## src/rtl/frac_n_divider.sv

```systemverilog
// -----------------------------------------------------------------------------
// frac_n_divider
//
// Fractional-N feedback divider. Each output period lasts D cycles of clk,
// where D = int_div + mod_in (signed MASH sample), clamped to DIV_MIN. A new
// divisor is consumed on every mod_req edge: once when starting from idle
// (LOAD) and then at each terminal count while enable stays high, so
// consecutive periods follow each other without a gap.
//
// Parameters
//   WIDTH_INT  width of the unsigned integer ratio
//   ORDER      width of the signed modulator sample
//   DIV_MIN    smallest divisor that is ever applied
//
// Ports
//   clk         divider input clock (the only clock)
//   rst_n       asynchronous active-low reset
//   enable      run request
//   int_div     integer ratio N (unsigned)
//   mod_in      MASH output sample (signed two's complement)
//   mod_req     strobe: int_div/mod_in are consumed at the end of this cycle;
//               doubles as the modulator clock enable
//   div_pulse   strobe in the last cycle of every output period
//   div_out     divided clock, high for floor(D/2) cycles at period start
//   clamp_flag  sticky: some computed divisor was below DIV_MIN
//   mod_sum     (FRAC_DIV_ACCUM_EN only) wrap-around sum of consumed mod_in
//
// Optional feature: define FRAC_DIV_ACCUM_EN to add the mod_sum output.
// -----------------------------------------------------------------------------
module frac_n_divider #(
  parameter int WIDTH_INT = 8,
  parameter int ORDER     = 3,
  parameter int DIV_MIN   = 4
) (
  input  logic                                 clk,
  input  logic                                 rst_n,
  input  logic                                 enable,
  input  logic        [WIDTH_INT-1:0]          int_div,
  input  logic signed [ORDER-1:0]              mod_in,
  output logic                                 mod_req,
  output logic                                 div_pulse,
  output logic                                 div_out,
  output logic                                 clamp_flag
`ifdef FRAC_DIV_ACCUM_EN
  ,
  output logic signed [WIDTH_INT+ORDER-1:0]    mod_sum
`endif
);

  // Two guard bits above WIDTH_INT: one for the sign, one for the carry of
  // int_div + positive mod_in. The counter uses the same width so the clamped
  // divisor can be loaded without slicing.
  localparam int DW        = WIDTH_INT + 2;
  localparam int DIV_FLOOR = (DIV_MIN < 1) ? 1 : DIV_MIN;

  localparam logic signed [DW-1:0] DIV_MIN_S   = DW'(DIV_MIN);
  localparam logic signed [DW-1:0] DIV_FLOOR_S = DW'(DIV_FLOOR);

  typedef enum logic [1:0] {
    IDLE,
    LOAD,
    COUNT
  } state_e;

  state_e               state_q, state_d;
  logic        [DW-1:0] cnt_q, cnt_d;
  logic        [DW-1:0] cur_div_q, cur_div_d;
  logic                 clamp_q, clamp_d;
  logic                 div_pulse_q, div_pulse_d;
  logic                 div_out_q, div_out_d;

  logic signed [DW-1:0] d_raw;
  logic signed [DW-1:0] d_eff;
  logic        [DW-1:0] div_new;

`ifdef FRAC_DIV_ACCUM_EN
  logic signed [WIDTH_INT+ORDER-1:0] sum_q, sum_d;
`endif

  // Divisor for the next period, evaluated every cycle but only used on a
  // mod_req edge.
  always_comb begin
    d_raw   = $signed(DW'(int_div)) + DW'(mod_in);
    // A DIV_MIN below 1 would let a zero divisor load cnt with -1, so the
    // substituted value never goes below 1 even though the flag follows DIV_MIN.
    d_eff   = (d_raw < DIV_FLOOR_S) ? DIV_FLOOR_S : d_raw;
    div_new = $unsigned(d_eff);
  end

  // mod_req depends on enable directly so a re-assertion in the terminal cycle
  // continues without a LOAD cycle.
  always_comb begin
    mod_req = (state_q == LOAD) ||
              ((state_q == COUNT) && (cnt_q == '0) && enable);
  end

  always_comb begin
    state_d   = state_q;
    cnt_d     = cnt_q;
    cur_div_d = cur_div_q;
    clamp_d   = clamp_q;
`ifdef FRAC_DIV_ACCUM_EN
    sum_d     = sum_q;
`endif

    if (mod_req) begin
      state_d   = COUNT;
      cnt_d     = div_new - DW'(1);
      cur_div_d = div_new;
      if (d_raw < DIV_MIN_S) begin
        clamp_d = 1'b1;
      end
`ifdef FRAC_DIV_ACCUM_EN
      sum_d     = sum_q + (WIDTH_INT+ORDER)'(mod_in);
`endif
    end else begin
      unique case (state_q)
        IDLE: begin
          if (enable) begin
            state_d = LOAD;
          end
        end
        COUNT: begin
          // Terminal count without mod_req means enable is low: stop, cnt
          // stays at 0.
          if (cnt_q != '0) begin
            cnt_d = cnt_q - DW'(1);
          end else begin
            state_d = IDLE;
          end
        end
        default: begin
          state_d = state_q;
        end
      endcase
    end

    // Outputs are registered by decoding the next state, which reproduces
    // the cycle-exact decode of (state, cnt, cur_div) without output glitches.
    div_pulse_d = (state_d == COUNT) && (cnt_d == '0);
    div_out_d   = (state_d == COUNT) &&
                  (cnt_d >= (cur_div_d - (cur_div_d >> 1)));
  end

  always_ff @(posedge clk or negedge rst_n) begin
    if (!rst_n) begin
      state_q     <= IDLE;
      cnt_q       <= '0;
      cur_div_q   <= '0;
      clamp_q     <= 1'b0;
      div_pulse_q <= 1'b0;
      div_out_q   <= 1'b0;
`ifdef FRAC_DIV_ACCUM_EN
      sum_q       <= '0;
`endif
    end else begin
      state_q     <= state_d;
      cnt_q       <= cnt_d;
      cur_div_q   <= cur_div_d;
      clamp_q     <= clamp_d;
      div_pulse_q <= div_pulse_d;
      div_out_q   <= div_out_d;
`ifdef FRAC_DIV_ACCUM_EN
      sum_q       <= sum_d;
`endif
    end
  end

  assign div_pulse  = div_pulse_q;
  assign div_out    = div_out_q;
  assign clamp_flag = clamp_q;
`ifdef FRAC_DIV_ACCUM_EN
  assign mod_sum    = sum_q;
`endif

endmodule

```

## config.mk

```make
export PLATFORM = sky130hd
export DESIGN_NAME = frac_n_divider
export DESIGN_NICKNAME = d
export VERILOG_FILES = /design/src/rtl/frac_n_divider.sv
export SDC_FILE = /design/constraint.sdc
export NUM_CORES = 1
export LEC_CHECK = 0
export ABC_AREA = 1
export BUFFER_PORTS_ARGS = -buffer_cell sky130_fd_sc_hd__buf_2
export CORE_AREA = 3 3 142 75
export DETAILED_ROUTE_END_ITERATION = 6
export DIE_AREA = 0 0 145 78
export GPL_TIMING_DRIVEN = 1
export MAX_ROUTING_LAYER = met4
export PLACE_DENSITY = 0.5
export SLEW_MARGIN = 15
export SYNTH_ARGS = -nofsm -noshare
export SYNTH_HDL_FRONTEND = slang
export SYNTH_SLANG_ARGS = --single-unit
```

## constraint.sdc

```tcl
create_clock -name clk -period 11.1 [get_ports clk]
set_input_delay 2.775 -clock clk [delete_from_list [all_inputs] [get_ports clk]]
set_output_delay 2.775 -clock clk [all_outputs]
set_load 0.01 [all_outputs]
```

* Word level (Yosys, flattened, before mapping)
Cells that the tools add are included.
** Word-level totals
- Flip-flop bits (word level) :: 25
- Bits in latches :: 0
- Bits in writable memories :: 0
- Memory bits (read-only) :: 0
- Input port bits :: 14
- Output and inout bits :: 4
- Logic and storage cells :: 34
- Memories kept :: 0
** Cells by class
- Add/subtract/negate cells :: 4
- Multiply operators :: 0
- Div/mod/pow operators :: 0
- Order comparisons :: 2
- Equality and inequality tests :: 3
- Shift-type cells :: 0
- Mux-type cells :: 9
- Bitwise operators :: 0
- Reductions and logical operators :: 10
** Operators by type and width (count)
- two-way mux 10 bit :: 5
- logical NOT 10 bit :: 2
- subtractor 10 x 1 -> 10 bit, second input constant :: 2
- adder 9 x 3 -> 10 bit :: 1
- >= comparator 10 bit :: 1
- < comparator 10 x 4 -> 1 bit, second input constant :: 1
- nonzero test 10 bit :: 1
- subtractor 10 x 9 -> 10 bit :: 1
- two-way mux 2 bit :: 3
- == test 2 bit, second input constant :: 2
- logical AND 1 bit :: 4
- case mux 2 bit (2 select lines) :: 1
- == test 2 x 1 -> 1 bit, second input constant :: 1
- logical NOT 2 bit :: 1
- AND reduction 2 bit :: 1
- logical OR 1 bit :: 1

* Longest topological paths before layout
Gate-level depths: netlist (run 1).
- Depth in word-level cells :: 8
- Gate-level depth with buffers :: 33
- Mapped depth without buffers :: 33

* Worst setup path after synthesis (run 1)
No wires, ideal clock.
- Path kind :: input-to-reg
- Start point :: input int_div[0]
- End point :: register div_out_q (netlist: div_out)
- Setup time :: 0.119 ns
- Data arrival time :: 6.786 ns
- Required time :: 10.981 ns
- Slack :: 4.195 ns
- Cell stages on the path :: 29
- Buffers on the path :: 0
- Path through :: ha_1 > fa_1 > nand3_1 > nand2_1 > nand4_1 > nand3b_1 > nand2_1 > nand4_1 > a2111oi_0 > ha_1 > clkinv_1 > nand3_1 > inv_1 > o21ai_0 > inv_1 > ha_1 > inv_1 > o21ai_0 > a31oi_1 > nand2_1 > nand2_1 > nand2_1 > ha_1 > nand2_1 > nor2_1 > o211ai_1 > o2111ai_1 > a31oi_1 > nor2_1
** Between the ends
- Cells in the longest elaborated chain, start to end :: 7
- Elaborated cells between the ends (all ways) :: 9
- Those cells by class :: add/sub: 3; order compare: 2; mux: 3; reduce/logical: 1
** Ends and longest elaborated chain
- start, declared :: line 38 : input logic [WIDTH_INT-1:0] int_div,
- adder 9 x 3 -> 10 bit (*) :: line 83 : d_raw = $signed(DW'(int_div)) + DW'(mod_in);
- < comparator 10 x 4 -> 1 bit :: line 86 : d_eff = (d_raw < DIV_FLOOR_S) ? DIV_FLOOR_S : d_raw;
- two-way mux 10 bit (*) :: line 86
- two-way mux 10 bit (*) :: line 106 : if (mod_req) begin
- named net cur_div_d[7] :: line 67 : logic [DW-1:0] cur_div_q, cur_div_d;
- subtractor 10 x 9 -> 10 bit (*) :: line 142 : (cnt_d >= (cur_div_d - (cur_div_d >> 1)));
- >= comparator 10 bit (*) :: line 142
- logical AND 1 bit (*) :: line 141 : div_out_d = (state_d == COUNT) &&
- named net div_out_d :: line 70 : logic div_out_q, div_out_d;
- end signal, assigned :: line 162 : div_out_q <= div_out_d;
- end, declared :: line 70
Mark *: on every way through the listed nets, which the timed path passes. The rest lies on a longest branch.
A chain may end at the register's enable or synchronous reset.

* Final worst setup path (run 1)
- Start point :: input mod_in[2]
- End point :: register div_out_q (netlist: div_out)
** Between the ends
- Cells in the longest elaborated chain, start to end :: 7
- Elaborated cells between the ends (all ways) :: 9
- Those cells by class :: add/sub: 3; order compare: 2; mux: 3; reduce/logical: 1
** Ends and longest elaborated chain
- start, declared :: line 39 : input logic signed [ORDER-1:0] mod_in,
- adder 9 x 3 -> 10 bit (*) :: line 83
- < comparator 10 x 4 -> 1 bit :: line 86
- two-way mux 10 bit (*) :: line 86
- two-way mux 10 bit (*) :: line 106
- named net cur_div_d[7] :: line 67
- subtractor 10 x 9 -> 10 bit (*) :: line 142
- >= comparator 10 bit (*) :: line 142
- logical AND 1 bit (*) :: line 141
- named net div_out_d :: line 70
Marked as above.

==> qor.yml, run 1 <==
layout:
  drive_gt1_frac: 0.130
  diodes: 0
  nets: 492
  stdcell_area_um2: 3130
  area_growth_pct: 10.9
placed_design:
  dpl_cell_area_um2: 3050
  port_buffers: 17
  dp_hpwl_um: 6140
  place.gp.congestion: 0.821
  post-place-ws_ns: 3.35
clock_tree:
  cts_hold_buf: 0
  clkTransAtPathRegs_ns: 0.07
  post_cts_buffers: 0
  cts_tree: "built"
  cts_max_level: 1
  cts_sinks: 25
  numCtsBuffers: 3
  worstSkewPairLatency_ns: 0.27
  cts_root_buf: "clkbuf_16"
  cts_resized: 0
  cts.path.max_buffers: 2
routing:
  ant_nets: 0
  drc: 0
  wl_um: 7330
  vias: 2676
  viasPerCell: 4.60
  dr.first_iter.drc_count: 161
  drtPass1Iterations: 4
  wl_per_cell_um: 12.6
setup_path:
  start_kind: "input pin"
  slowest_stage: "a2111oi_0"
  crit_path_end_kind: "flip-flop"
  critPathArrivalTime_ns: 7.61
  path_class: "in -> reg"
  cp_common_cell: "nand2_1"
  required_ns: 11.26
  cpPeakStageDelay_ns: 0.39
  reg2reg_slack_ns: 6.90
  path_max_fanout: 10
floorplan:
  core_um2: 9420
  num_rows: 25
  initial_core_util: 0.300
  die-area_um2: 11300
  boundaryPins: 18
  fp.dieW_um: 145
  die_h_um: 78
pwr:
  ir_worst_vdd_uv: 59.6
  p_leak_uw: 0.00169
  p_per_area_nw_per_um2: 211
job:
  max_cap_viol_count: 0
synthesis:
  ys_ff_latch: 25
  synth-seq-area-share: 0.222
  async_reset_ff_frac: 1.00
  syn_nets: 473
  ys_top_cells_by_area: "dfrtp_1, nand2_1, ha_1, nand3_1, inv_1"
  synthFlopType: "dfrtp_1"
  netlist_top_cells_count: "nand2_1, inv_1, nand3_1"
  synth.cell_area_um2: 2820
  yosysWarnings: 0
  synth-edff-count: 0
  synth_largest_area_cell: "dfrtp_1"
  yosysMostFrequentCell: "nand2_1"
  synthCells: 429
  synth_top_area_share: 0.222
  synth_cell_types: 38
  syn_area_per_cell_um2: 6.58
global_route:
  first_global_vias: 2579
  antenna_found_initial: 0
  grtUsageTotal: 0.140
  grt_pass1_wl_um: 12600
  grt-ovfl-total: 0
  grt_max_degree: 27
sta:
  report.final.slew_viol_count: 0
  max_freq_mhz: 134
  timing.final.crit_share: 0.671
  setup_viol: 0
  tns_ns: 0
  period_needed_ns: 7.45
  finClkSkew_ns: 0.00379
  relSlewSlack: 0.585
  worst_pin_slew_ns: 0.623
  hold_viol: 0
  layout_setup_ws_ns: 3.65
  rsz0062_at_grt: "no"
run_status:
  status: "completed"
hold_path:
  hold_path.class: "reg -> reg"
==> power breakdown <==
group / leakage (uW) / internal [uW] / switching, uW / total (uW)
Clock: 0.0000371 / 49.1 / 37.4 / 86.5
Combinational: 0.00135 / 153 / 278 / 431
Sequential: 0.000306 / 121 / 21.8 / 143
Total: 0.00169 / 324 / 337 / 661
==> sequential cells by signal, indices dropped and copies added, names as in the netlist <==
register	flops
clamp_flag	1
cnt_q	10
cur_div_q	10
div_out	1
div_pulse	1
state_q	2
==> worst max-delay path, delay by kind of cell <==
| kind | cells | cell delay [ns] |
|---|---|---|
| fa+ha+maj | 4 | 1.22 |
| compound gates | 9 | 1.84 |
| buf+inv | 5 | 0.67 |
| simple gates | 11 | 1.09 |
==> final timing paths <==
kind,start,endpoint,cells past startpoint
setup / recovery,mod_in[2],div_out$_DFF_PN0_,29
hold / removal,clamp_flag$_DFFE_PN0P_,clamp_flag$_DFFE_PN0P_,1
setup reg to reg,cnt_q[0]$_DFF_PN0_,div_out$_DFF_PN0_,24
hold reg to reg,clamp_flag$_DFFE_PN0P_,clamp_flag$_DFFE_PN0P_,1
max in group asynchronous,rst_n,cur_div_q[6]$_DFF_PN0_,1
min in group asynchronous,rst_n,cur_div_q[9]$_DFF_PN0_,1
==> area by class of cell <==
| cell class | instances | area, um^2 |
|---|---|---|
| repair buffers | 17 | 85.1 |
| fillers | 1058 | 6280 |
| flip-flops and latches | 25 | 626 |
| clock buffers | 3 | 75.1 |
| multi-input cells | 334 | 1920 |
| inverters | 67 | 254 |
| clock inverters | 1 | 7.51 |
| well taps | 135 | 169 |
==> logic make-up after synthesis <==
group	Yosys count	share of synthesized area
and+or+nand+nor	249	0.418
buffers and inverters	70	0.100
AOI/OAI and AO/OA	45	0.0913
adders and majority gates	30	0.138
DFF	25	0.222
xor gates and xnor gates	10	0.0310
==> through the flow <==
stage                     instances  total power (uW)   util  hold slack (ns)
after floorplan                 429               475      -            0.458
after global placement          578               578  0.324            0.507
after detailed placement        578               578  0.324            0.489
after CTS                       582               667  0.333            0.509
after global routing            582               744  0.333            0.518
final                           582               661  0.333            0.498
==> placed cells by master (no fill, tap or decap), types with 5 or more instances in the layout <==
cell and count:
buf_2 17, nor2_1 32, ha_1 28, a21oi_1 17
dfrtp_1 25, xor2_1 7, o21ai_0 13, inv_1 60
nand2_1 116, nand3b_1 6, nor3_1 5, inv_2 5
nand4_1 11, nand3_1 46, nand2_2 16
==> routing by layer <==
| layer | global-route usage | share of wire | vias up |
|---|---|---|---|
| met5 | - | 0 | - |
| met4 | 0.0209 | 0.011 | 0 |
| met3 | 0.0163 | 0.051 | 8 |
| met2 | 0.229 | 0.43 | 41 |
| met1 | 0.190 | 0.51 | 1192 |
| li1 | - | - | 1435 |
Note: power is estimated with default switching activity, not from simulation.
==> inputs of run 2 (changes only) <==
- ABC_AREA: 1 -> 0
- CORE_AREA: 3 3 142 75 -> 3 3 139 74
- DIE_AREA: 0 0 145 78 -> 0 0 142 77
- PLACE_DENSITY: 0.5 -> 0.51
- clock period: 11.1 -> 6.25 ns (I/O delays scaled with it)
==> qor.yml, run 2 <==
layout:
  post-route-util: 0.397
  area_growth_pct: 35.0
  nets: 446
  reg_top3: "cnt_q x10, cur_div_q x10, state_q x2"
  diodes: 0
  instances_no_fill: 522
  drive_gt1_frac: 0.332
  final_common_cell: "buf_4"
  final_cell_mix: "buf_4, dfrtp_1, ha_1"
hold_path:
  hold_path.class: "reg -> reg"
  min-delay-start: "clamp_flag$_DFFE_PN0P_"
  hold_end: "clamp_flag$_DFFE_PN0P_"
  whs_path_depth: 1
setup_path:
  crit_path_end_kind: "flip-flop"
  path_max_fanout: 8
  slowest_stage: "nor4b_2"
  r2r-end: "div_out$_DFF_PN0_"
  start_kind: "input pin"
  crit_buf_inv: 7
  path_class: "in -> reg"
  required_ns: 6.40
  critPathArrivalTime_ns: 6.58
  reg2reg_depth: 19
  reg2reg_from: "cnt_q[0]$_DFF_PN0_"
  crit_family: "compound AO/OA/AOI/OAI gates"
  cpPeakStageDelay_ns: 0.42
  cp_common_cell: "buf_4"
  reg2reg_slack_ns: 1.62
synthesis:
  synthFlopType: "dfrtp_1"
  netlist_top_cells_count: "ha_1, nor2_1, dfrtp_1"
  synth_cell_types: 63
  syn_nets: 354
  ys_top_cells_by_area: "dfrtp_1, ha_1, xnor2_1, nor2_1, inv_1"
  syn_area_per_cell_um2: 8.76
  yosysWarnings: 0
  synth-edff-count: 0
  ys_ff_latch: 25
  async_reset_ff_frac: 1.00
  synth.cell_area_um2: 2720
  synth_top_area_share: 0.230
  synth-seq-area-share: 0.230
  yosysMostFrequentCell: "ha_1"
  synthCells: 310
  synth_largest_area_cell: "dfrtp_1"
floorplan:
  initial_core_util: 0.294
  boundaryPins: 18
  core_um2: 9230
  die-area_um2: 10900
  num_rows: 25
  die_h_um: 77
  fp.dieW_um: 142
sta:
  worst_pin_slew_ns: 0.788
  hold_slack_ns: 0.462
  rsz0062_at_grt: "yes"
  layout_setup_ws_ns: -0.184
  period_needed_ns: 6.43
  relSlewSlack: 0.469
  hold_viol: 0
  finClkSkew_ns: 0.00226
  timing.final.crit_share: 1.03
  report.final.slew_viol_count: 0
  setup_viol: 1
  max_freq_mhz: 155
placed_design:
  placed_cells: 516
  port_buffers: 17
  dp_hpwl_um: 6450
  post-place-ws_ns: -0.784
  place.gp.congestion: 0.886
global_route:
  grtUsageTotal: 0.156
  antenna_found_initial: 0
  grt_max_degree: 26
  first_global_vias: 2486
  grt_pass1_wl_um: 13300
  grt-ovfl-total: 0
pwr:
  p_leak_uw: 0.00166
  finalPower_uw: 538
  ir_worst_vdd_uv: 90.5
  p_per_area_nw_per_um2: 147
clock_tree:
  cts_root_buf: "clkbuf_16"
  worstSkewPairLatency_ns: 0.27
  cts_hold_buf: 0
  clkTransAtPathRegs_ns: 0.07
  cts.path.max_buffers: 2
  numCtsBuffers: 3
  cts_sinks: 25
  cts_max_level: 1
  cts_tree: "built"
routing:
  wl_per_cell_um: 15.1
  vias: 2592
  wl_um: 7890
  dr.first_iter.drc_count: 110
  ant_nets: 0
  viasPerCell: 4.97
  drc: 0
  drtPass1Iterations: 5
job:
  max_cap_viol_count: 0
run_status:
  status: "finished with violations"
  violations: "setup timing"
[run 2: changes by cell type after synthesis, sizes merged, moves of 7 or more]
cell	before	now
nand2	135	19
nand3	47	3
inv	66	23
xnor2	3	17
nor2	38	26
nand4	12	2
a21o	0	9
nand2b	0	9
a211oi	0	7
nor4	1	8
[run 2: worst max path at each step]
stage | start | end | slack (ns) | cells past startpoint
after floorplan | int_div[0] | div_out$_DFF_PN0_ | -0.25 | 25
after global placement | int_div[0] | div_out$_DFF_PN0_ | -0.57 | 26
after detailed placement | int_div[0] | div_out$_DFF_PN0_ | -0.78 | 26
after CTS | int_div[0] | div_out$_DFF_PN0_ | -0.20 | 26
after global routing | int_div[0] | div_out$_DFF_PN0_ | -0.44 | 27
final | int_div[0] | div_out$_DFF_PN0_ | -0.18 | 27
[run 2: layout make-up]
class,count,area [um^2]
fillers,943,5560
multi-input cells,253,2030
repair buffers,96,694
flip-flops and latches,25,626
well taps,121,151
inverters,23,86.3
clock buffers,4,78.8
[run 2: where the power goes]
group / total, uW / internal, uW / switching, uW
Sequential: 163 / 163 / 0.262
Clock: 150 / 87.5 / 62.2
Combinational: 226 / 118 / 108
Total: 538 / 368 / 170
[run 2: what timing repair did]
item / 4_1_cts / 5_1_grt
resized for setup: 15 / 2
endpoints found under the hold margin: 0 / 0
setup buffers: 2 / 0
setup endpoints to repair: 1 / 1
pin swaps: 12 / 1
[run 2: per-stage QoR]
stage | instance area, um^2 | TNS, ns
after floorplan | 2790 | -0.245
after global placement | 3520 | -0.586
after detailed placement | 3520 | -1.10
after CTS | 3650 | -0.204
after global routing | 3670 | -0.438
final | 3670 | -0.184
[run 2: cell families (layout without fill, tap and decap cells)]
group           Yosys count  in the layout  synth area share
compound gates           76             76             0.213
xor+xnor                 26             26            0.0839
mux                       8              8            0.0309
buf+inv                  32            123            0.0622
simple gates            112            112             0.232
flops                    25             25             0.230
fa+ha+maj                31             31             0.147
[run 2: routing by layer]
layer / wire, um / GRT usage / up-vias
met5: 0 / - / -
met4: 13 / 0.00862 / 0
met3: 396 / 0.0349 / 2
met2: 2730 / 0.188 / 36
met1: 4750 / 0.262 / 1226
li1: - / - / 1328
==> inputs of run 3 (changes only) <==
- PLACE_DENSITY: 0.51 -> 0.5
- clock period: 6.25 -> 6.5 ns (I/O delays scaled with it)
==> qor.yml, run 3 (synthesis gave the netlist of run 2 again) <==
run_status:
  status: "finished with violations"
  violations: "setup timing"
setup_path:
  crit_family: "compound AO/OA/AOI/OAI gates"
  start_kind: "input pin"
  cpPeakStageDelay_ns: 0.48
  path_class: "in -> reg"
  reg2reg_slack_ns: 1.93
  crit_path_end_kind: "flip-flop"
  critPathArrivalTime_ns: 6.71
  path_max_fanout: 6
  slowest_stage: "or4_4"
  crit_buf_inv: 3
  required_ns: 6.65
floorplan:
  num_rows: 25
  core_um2: 9230
  die-area_um2: 10900
  fp.dieW_um: 142
  initial_core_util: 0.294
  die_h_um: 77
  boundaryPins: 18
layout:
  nets: 439
  reg_top3: "cnt_q x10, cur_div_q x10, state_q x2"
  final_common_cell: "buf_4"
  drive_gt1_frac: 0.315
  diodes: 0
  area_growth_pct: 32.7
  multiInputGateArea_um2: 2020
  fillerInstances: 933
  stdcell_area_um2: 3600
  final_cell_mix: "buf_4, nor2_1, dfrtp_1"
  seq_area_um2: 626
sta:
  relSlewSlack: 0.548
  tns_ns: -0.0548
  worst_pin_slew_ns: 0.671
  rsz0062_at_grt: "yes"
  report.final.slew_viol_count: 0
  finClkSkew_ns: 0.00263
  period_needed_ns: 6.55
  timing.final.crit_share: 1.01
  setup_viol: 1
  hold_viol: 0
  max_freq_mhz: 153
  layout_setup_ws_ns: -0.0548
hold_path:
  hold_path.class: "reg -> reg"
clock_tree:
  cts_sinks: 25
  cts.path.max_buffers: 2
  worstSkewPairLatency_ns: 0.27
  cts_root_buf: "clkbuf_16"
  clkTransAtPathRegs_ns: 0.06
  cts_hold_buf: 0
  cts_tree: "built"
  cts_max_level: 1
  numCtsBuffers: 3
routing:
  ant_nets: 0
  drtPass1Iterations: 4
  dr.first_iter.drc_count: 122
  drc: 0
  wl_per_cell_um: 15.1
  vias: 2553
  viasPerCell: 4.96
  wl_um: 7760
placed_design:
  dpl_cell_area_um2: 3450
  post-place-ws_ns: -0.555
  place.gp.congestion: 0.890
  port_buffers: 17
  dp_hpwl_um: 6330
job:
  max_cap_viol_count: 0
pwr:
  p_leak_uw: 0.00162
  ir_worst_vdd_uv: 99.5
  p_per_area_nw_per_um2: 141
  finalPower_uw: 508
global_route:
  first_global_vias: 2467
  antenna_found_initial: 0
  grt-ovfl-total: 0
  grt_pass1_wl_um: 12900
  grt_max_degree: 26
  grtUsageTotal: 0.152
run 3: cell count changes in the layout (fill, tap and decap cells not counted):
cell      delta
o21ai_1      -2
buf_4        -7
nor2_1       +2
nand2b_4     -1
ha_1         -1
ha_2         +1
o21ai_0      +2
nor2_2       -2
o32ai_1      +1
nor4_2       +1
nor4_1       -1
nand2b_1     +1
o32ai_2      -1
run 3: report_power, final:
part	leakage (uW)	internal, uW	switching [uW]	total [uW]
registers	0.000306	157	0.258	157
logic	0.00128	108	101	209
clock network	0.0000382	84.2	58.9	143
run 3: cell type report:
cell class | instances | area share
inverters | 23 | 0.0240
multi-input cells | 253 | 0.560
flip-flops and latches | 25 | 0.174
repair buffers | 89 | 0.178
clock buffers | 4 | 0.0219
well taps | 121 | 0.0420
run 3: routing by layer:
layer | track usage | up-vias | wire [um]
met1 | 0.253 | 1188 | 4580
met4 | 0.0211 | 0 | 29
met2 | 0.174 | 50 | 2600
met5 | - | - | 0
li1 | - | 1310 | -
met3 | 0.0417 | 5 | 545
run 3: worst paths after layout:
kind	start	end	depth (start not counted)
max in group asynchronous	rst_n	cur_div_q[6]$_DFF_PN0_	1
worst max register to register	cnt_q[0]$_DFF_PN0_	div_out$_DFF_PN0_	18
worst max-delay path	int_div[0]	div_out$_DFF_PN0_	25
worst min register to register	clamp_flag$_DFFE_PN0P_	clamp_flag$_DFFE_PN0P_	1
worst min-delay path	clamp_flag$_DFFE_PN0P_	clamp_flag$_DFFE_PN0P_	1
min in group asynchronous	rst_n	cur_div_q[0]$_DFF_PN0_	1
run 3: worst register-to-register path, delay by kind of cell (launching register included):
family | cells | cell delay (ns)
AOI/OAI and AO/OA | 3 | 0.59
adders and majority gates | 3 | 0.68
buffers and inverters | 4 | 0.61
DFF | 1 | 0.40
muxes | 1 | 0.35
and+or+nand+nor | 7 | 1.82
run 3: metrics by stage:
| step | hold WS (ns) | utilization | std cells |
|---|---|---|---|
| 3_3_place_gp | 0.438 | 0.374 | 507 |
| 6_report | 0.455 | 0.390 | 515 |
| 4_1_cts | 0.463 | 0.389 | 515 |
| 5_1_grt | 0.494 | 0.390 | 515 |
| 2_1_floorplan | 0.445 | - | 310 |
| 3_5_place_dp | 0.443 | 0.374 | 507 |
run 3: timing repair:
| action | in CTS | in global routing |
|---|---|---|
| hold endpoints to repair | 0 | 0 |
| endpoints found under the setup margin | 1 | 2 |
| pin swaps | 11 | 3 |
| gates resized for setup | 11 | 2 |
| setup buffers | 4 | 0 |
